**config.mk**
```make
export PLATFORM = sky130hd
export DESIGN_NAME = round_robin_tester_flat
export DESIGN_NICKNAME = d
export VERILOG_FILES = /design/src/rtl/round_robin_tester_pkg.sv /design/src/rtl/round_robin_tester_if.sv /design/src/rtl/round_robin_core.sv /design/src/rtl/round_robin_tester.sv /design/src/flat_wrapper.sv
export SDC_FILE = /design/constraint.sdc
export NUM_CORES = 1
export LEC_CHECK = 0
export ABC_AREA = 1
export CORE_MARGIN = 5
export CORE_UTILIZATION = 59
export CTS_BUF_LIST = sky130_fd_sc_hd__clkbuf_2
export DETAILED_ROUTE_END_ITERATION = 6
export GPL_TIMING_DRIVEN = 0
export MAX_ROUTING_LAYER = met4
export PLACE_DENSITY = 0.87
export SLEW_MARGIN = 20
export SYNTH_ARGS = -nofsm -noshare
export SYNTH_HDL_FRONTEND = slang
export SYNTH_HIERARCHICAL = 1
export SYNTH_SLANG_ARGS = --single-unit
```
**constraint.sdc**
```tcl
create_clock -name clk -period 3.6 [get_ports clk]
set_input_delay 0.36 -clock clk [delete_from_list [all_inputs] [get_ports clk]]
set_output_delay 0.36 -clock clk [all_outputs]
set_load 0.05 [all_outputs]
```
**src/rtl/round_robin_tester_pkg.sv**
```systemverilog
// Shared sizing constants and the circular-increment helper used by the
// round-robin arbiter and its cross-check.
package round_robin_tester_pkg;

    localparam int QUEUE_QUANTITY = 4;
    localparam int DATA_BITS      = 8;
    localparam int SEL_BITS       = $clog2(QUEUE_QUANTITY);

    // Next index in circular order; qq is the number of queues.
    function automatic int circ_inc(input int idx, input int qq);
        return (idx + 1) % qq;
    endfunction

endpackage

```
**src/rtl/round_robin_tester_if.sv**
```systemverilog
// Bundle of arbitration inputs and the two arbiters' registered results.
interface round_robin_tester_if #(
    parameter int QUEUE_QUANTITY = round_robin_tester_pkg::QUEUE_QUANTITY,
    parameter int SEL_BITS       = $clog2(QUEUE_QUANTITY)
);
    logic                      enb;
    logic [QUEUE_QUANTITY-1:0] buf_empty;
    logic [SEL_BITS-1:0]       selector;
    logic                      selector_enb;
    logic [SEL_BITS-1:0]       sint_selector;
    logic                      sint_selector_enb;
    logic                      mismatch;

    modport master (
        output enb, buf_empty,
        input  selector, selector_enb, sint_selector, sint_selector_enb, mismatch
    );

    modport slave (
        input  enb, buf_empty,
        output selector, selector_enb, sint_selector, sint_selector_enb, mismatch
    );
endinterface

```
**src/rtl/round_robin_core.sv**
```systemverilog
// Reference round-robin arbiter: behavioural circular scan starting one
// past the current grant and ending on the current grant itself.
module round_robin_core #(
    parameter int QUEUE_QUANTITY = round_robin_tester_pkg::QUEUE_QUANTITY,
    parameter int SEL_BITS       = $clog2(QUEUE_QUANTITY)
) (
    input  logic                      clk,
    input  logic                      rst,
    input  logic                      enb,
    input  logic [QUEUE_QUANTITY-1:0] buf_empty,
    output logic [SEL_BITS-1:0]       selector,
    output logic                      selector_enb
);
    import round_robin_tester_pkg::*;

    logic [SEL_BITS-1:0] next_sel;
    logic                found;
    logic [SEL_BITS-1:0] idx_sel;
    int                  idx;

    always_comb begin
        next_sel = selector;
        found    = 1'b0;
        idx      = int'(selector);
        idx_sel  = selector;
        for (int k = 0; k < QUEUE_QUANTITY; k++) begin
            idx     = circ_inc(idx, QUEUE_QUANTITY);
            idx_sel = SEL_BITS'(idx);
            if (!found && !buf_empty[idx_sel]) begin
                next_sel = idx_sel;
                found    = 1'b1;
            end
        end
    end

    always_ff @(posedge clk) begin
        if (!rst) begin
            selector     <= '0;
            selector_enb <= 1'b0;
        end else if (enb) begin
            selector     <= next_sel;
            selector_enb <= found;
        end
    end

endmodule

```
**src/rtl/round_robin_tester.sv**
```systemverilog
// Round-robin arbiter with an independently coded rotate/priority-encode
// twin; a registered flag reports any disagreement between the two.
module round_robin_tester #(
    parameter int QUEUE_QUANTITY = round_robin_tester_pkg::QUEUE_QUANTITY,
    parameter int DATA_BITS      = round_robin_tester_pkg::DATA_BITS
) (
    input  logic                    clk,
    input  logic                    rst,
    round_robin_tester_if.slave     bus
);
    import round_robin_tester_pkg::*;

    localparam int SEL_BITS = $clog2(QUEUE_QUANTITY);

    if (QUEUE_QUANTITY < 2 || (QUEUE_QUANTITY & (QUEUE_QUANTITY - 1)) != 0 || DATA_BITS < 1)
    begin : g_param_check
        $error("round_robin_tester: QUEUE_QUANTITY must be a power of two >= 2");
    end

    logic [SEL_BITS-1:0] ref_sel;
    logic                ref_enb;

    round_robin_core #(
        .QUEUE_QUANTITY (QUEUE_QUANTITY),
        .SEL_BITS       (SEL_BITS)
    ) u_core (
        .clk          (clk),
        .rst          (rst),
        .enb          (bus.enb),
        .buf_empty    (bus.buf_empty),
        .selector     (ref_sel),
        .selector_enb (ref_enb)
    );

    logic [SEL_BITS-1:0]         sint_sel;
    logic                        sint_enb;
    logic                        mis;
    logic [SEL_BITS-1:0]         shift;
    logic [SEL_BITS-1:0]         offset;
    logic [SEL_BITS-1:0]         sint_next;
    logic [2*QUEUE_QUANTITY-1:0] dbl;
    logic [QUEUE_QUANTITY-1:0]   rot;
    logic [QUEUE_QUANTITY-1:0]   avail;
    logic [QUEUE_QUANTITY-1:0]   lowest;

    // Rotate so bit 0 is the queue after the current grant, isolate the
    // lowest non-empty bit, encode it, then rotate the index back.
    always_comb begin
        shift  = sint_sel + SEL_BITS'(1);
        dbl    = {bus.buf_empty, bus.buf_empty};
        rot    = dbl[shift +: QUEUE_QUANTITY];
        avail  = ~rot;
        lowest = avail & (~avail + QUEUE_QUANTITY'(1));
        offset = '0;
        for (int i = 0; i < QUEUE_QUANTITY; i++) begin
            if (lowest[i]) begin
                offset = offset | SEL_BITS'(i);
            end
        end
        sint_next = shift + offset;
    end

    always_ff @(posedge clk) begin
        if (!rst) begin
            sint_sel <= '0;
            sint_enb <= 1'b0;
            mis      <= 1'b0;
        end else if (bus.enb) begin
            if (|avail) begin
                sint_sel <= sint_next;
            end
            sint_enb <= |avail;
            mis      <= ({ref_sel, ref_enb} != {sint_sel, sint_enb});
        end
    end

    assign bus.selector          = ref_sel;
    assign bus.selector_enb      = ref_enb;
    assign bus.sint_selector     = sint_sel;
    assign bus.sint_selector_enb = sint_enb;
    assign bus.mismatch          = mis;

endmodule

```
**src/flat_wrapper.sv**
```systemverilog
// flat-port wrapper written by rule: the top's interface ports become plain ports
module round_robin_tester_flat import round_robin_tester_pkg::*;
#(
    parameter int QUEUE_QUANTITY = round_robin_tester_pkg::QUEUE_QUANTITY,
    parameter int DATA_BITS      = round_robin_tester_pkg::DATA_BITS
)
  (clk, rst, bus_enb, bus_buf_empty, bus_selector, bus_selector_enb, bus_sint_selector, bus_sint_selector_enb, bus_mismatch);
  round_robin_tester_if #(.QUEUE_QUANTITY(QUEUE_QUANTITY)) bus_i ();
  input  logic clk;
  input  logic rst;
  input wire logic [$bits(bus_i.enb)-1:0] bus_enb;
  input wire logic [$bits(bus_i.buf_empty)-1:0] bus_buf_empty;
  output wire logic [$bits(bus_i.selector)-1:0] bus_selector;
  output wire logic [$bits(bus_i.selector_enb)-1:0] bus_selector_enb;
  output wire logic [$bits(bus_i.sint_selector)-1:0] bus_sint_selector;
  output wire logic [$bits(bus_i.sint_selector_enb)-1:0] bus_sint_selector_enb;
  output wire logic [$bits(bus_i.mismatch)-1:0] bus_mismatch;
  assign bus_i.enb = bus_enb;
  assign bus_i.buf_empty = bus_buf_empty;
  assign bus_selector = bus_i.selector;
  assign bus_selector_enb = bus_i.selector_enb;
  assign bus_sint_selector = bus_i.sint_selector;
  assign bus_sint_selector_enb = bus_i.sint_selector_enb;
  assign bus_mismatch = bus_i.mismatch;
  round_robin_tester #(.QUEUE_QUANTITY(QUEUE_QUANTITY), .DATA_BITS(DATA_BITS)) u_core (.clk(clk), .rst(rst), .bus(bus_i));
endmodule
```
==> results.toml <==
[worst_setup_path]
path_delay_family = "buffers and inverters"
crit_fanout = 4
required_ps = 3760
crit_top_cell = "nand2_1"
crit_path_start_kind = "primary input"
reg2reg_from = "u_core/bus.sint_selector[1]$_SDFFE_PN0P_"
r2r_setup_slack_ps = 1670
end_kind = "register"
criticalPathCategory = "in -> reg"
r2r_cells = 14
cp_num_buf_inv = 3
path_cells = "clkdlybuf4s50_1 > inv_1 > nand2_1 > nand2_1 > nand2_1 > nand2_2 > a21oi_1 > nor2_1 > ha_1 > xor2_1 > inv_1 > nand3_1 > nand2_1 > nor2_1 > nor2_1"
r2r-end = "u_core/bus.sint_selector[1]$_SDFFE_PN0P_"
cpPeakStageDelay_ps = 560
critPathSlowestCell = "clkdlybuf4s50_1"
cp_data_arrival_time_ps = 2200

[die]
die_w_um = 48.7
io_pins = 14
coreArea_um2 = 1470
rows = 14
initial_core_util_pct = 60.1
die_h_um = 48.7
dieArea_um2 = 2370

[grt]
groute.usage.overall_pct = 18.4
grt-ovfl-total = 0
grt_pass1_vias = 840
grt_pass1_wl_um = 3510
antenna_found_initial = 0
grt_max_degree = 11

[clock_network]
cts_hold_buf = 0
clk_latency_ps = 250
numCtsBuffers = 3
clk_path_buf_depth = 2
cts_root_buf = "clkbuf_2"
cts_tree = "done"
postCtsSetupBuffers = 0
cts_resized = 0
htree_levels = 1
clkSinkCount = 7
clkTransAtPathRegs_ps = 90

[detailed_routing]
antenna_left = 0
drt_wl_total_um = 1900
drtIter0Drc = 16
drc = 0
vias = 888
wl_per_cell_um = 10.5
via_per_inst = 4.93
drt_first_pass_iters = 4

[final_layout]
finalNetCount = 173
area_delta_synth_final_pct = 19.2
final_core_util_pct = 71.7
drive_gt1_share_pct = 26.8
diodes = 0
fill_cells = 135

[hold_path]
hp-start = "u_core/bus.sint_selector_enb$_SDFFE_PN0P_"
hold_depth = 2
hold_path_class = "reg -> reg"
whs_endpoint = "u_core/bus.sint_selector_enb$_SDFFE_PN0P_"

[sta]
slew_headroom_pct = 66.5
hold_viol_final = 0
setup_violations = 0
drv_slew = 0
period_minus_slack_ps = 2040
finalCritPeriodShare_pct = 56.7
worst-slew-pin-transition_ps = 501
rsz0062_at_grt = "false"
fmax_mhz = 490
fin_tns_setup_ps = 0
clock_skew_ps = 12.9

[power]
leakage_nw = 0.537
power.density_nw_per_um2 = 724
totalPowerFinal_w = 0.000763
ir_drop_uv = 371

[logic_synthesis]
synth_area_um2 = 885
ys_seq_elements = 7
synth.net_count = 155
avgSynthCellArea_um2 = 6.02
ys_seq_area_share_pct = 15.8
yosys_warnings = 6
postSynthCellCount = 147
synth_cell_types = 23

[placement]
dpl.hpwl_um = 1550
port_buffers = 13
gp_congestion = 0.829

[status]
status = "completed"

[run]
drv_cap = 0
[registers in the layout, indices dropped and copies added, names as in the netlist]
name and flops:
u_core/bus.sint_selector 2, u_core/u_core/selector_enb 1, u_core/bus.sint_selector_enb 1, u_core/u_core/selector 2, u_core/bus.mismatch 1
[routing by layer]
| metal | vias to the layer above | share of wire [%] | GRT usage (%) |
|---|---|---|---|
| li1 | 487 | - | - |
| met1 | 393 | 43 | 20.3 |
| met2 | 5 | 54 | 32.8 |
| met3 | 3 | 1.1 | 2.76 |
| met4 | 0 | 1.2 | 6.73 |
| met5 | - | 0 | - |
[cells by family (layout without fill, tap and decap cells)]
group	Yosys count	after routing	synth area share (%)
compound gates	10	10	6.93
xor+xnor	4	4	3.96
fa+ha+maj	1	1	1.41
buf+inv	17	34	9.48
flops	7	7	15.8
simple gates	108	108	62.4
[layout by cell type (no fill, tap or decap)]
cell type / netlist / final
nand2_4: 6 / 6
inv_1: 12 / 12
a21oi_1: 2 / 2
nand3_1: 6 / 6
nand2_2: 23 / 23
nor2_2: 1 / 1
dfxtp_1: 7 / 7
nor3b_1: 1 / 1
clkbuf_2: 0 / 4
nand4_1: 1 / 1
nand2_1: 61 / 61
nor2_4: 1 / 1
inv_6: 1 / 1
clkdlybuf4s50_1: 0 / 13
buf_6: 2 / 2
nor2_1: 6 / 6
inv_2: 2 / 2
nand3_2: 1 / 1
xor2_1: 1 / 1
xnor2_1: 3 / 3
ha_1: 1 / 1
a21oi_2: 2 / 2
nand3_4: 1 / 1
a41oi_1: 1 / 1
o21ai_0: 5 / 5
[worst min-delay path: stages (launching register included)]
cell and delay [ps]:
dfxtp_1 350, nand2_1 80, a21oi_1 50
[synthesized netlist by cell type (all sizes together)]
cell / instances / area share, %
ha: 1 / 1.4
nor3b: 1 / 0.85
o21ai: 5 / 2.8
inv: 15 / 6.9
xor2: 1 / 0.99
buf: 2 / 2.5
nor2: 8 / 4.5
nand4: 1 / 0.71
xnor2: 3 / 3.0
a21oi: 4 / 3.1
dfxtp: 7 / 16
nand3: 8 / 6.5
nand2: 90 / 50
a41oi: 1 / 0.99
[worst max path at each step]
stage                                                     to  slack [ps]                                     start  cells after the start
finish              u_core/bus.sint_selector[1]$_SDFFE_PN0P_        1560                          bus_buf_empty[0]                     15
global placement    u_core/bus.sint_selector[1]$_SDFFE_PN0P_        1410                          bus_buf_empty[0]                     15
CTS                 u_core/bus.sint_selector[1]$_SDFFE_PN0P_        1570                          bus_buf_empty[0]                     15
floorplan           u_core/bus.sint_selector[1]$_SDFFE_PN0P_        1500  u_core/bus.sint_selector[1]$_SDFFE_PN0P_                     14
detailed placement  u_core/bus.sint_selector[1]$_SDFFE_PN0P_        1290                          bus_buf_empty[0]                     15
global route        u_core/bus.sint_selector[1]$_SDFFE_PN0P_        1390                          bus_buf_empty[0]                     15
[layout make-up]
cell class	count	area [µm²]	share of cell area (%)
inverter	15	61.3	5.81
multi-input combinational	123	661	62.6
tap	16	20.0	1.90
timing repair buffer	13	130	12.3
clock buffer	4	20.0	1.90
buffer	2	22.5	2.14
sequential	7	140	13.3
[power by group]
part | leakage [nW] | internal (W) | total [W] | switching [W]
combinational | 0.462 | 0.000207 | 0.000577 | 0.000370
clock | 0.0166 | 0.0000295 | 0.0000623 | 0.0000328
sequential | 0.0583 | 0.0000964 | 0.000124 | 0.0000276
[per-stage QoR]
step	hold WS [ps]	cell area, µm²	instances	setup slack [ps]
final	523	1050	180	1560
after global routing	582	1050	180	1390
after CTS	529	1050	180	1570
after detailed placement	517	1030	176	1290
after global placement	498	1030	176	1410
after floorplan	481	885	147	1500
(Power assumes the default switching activity.)
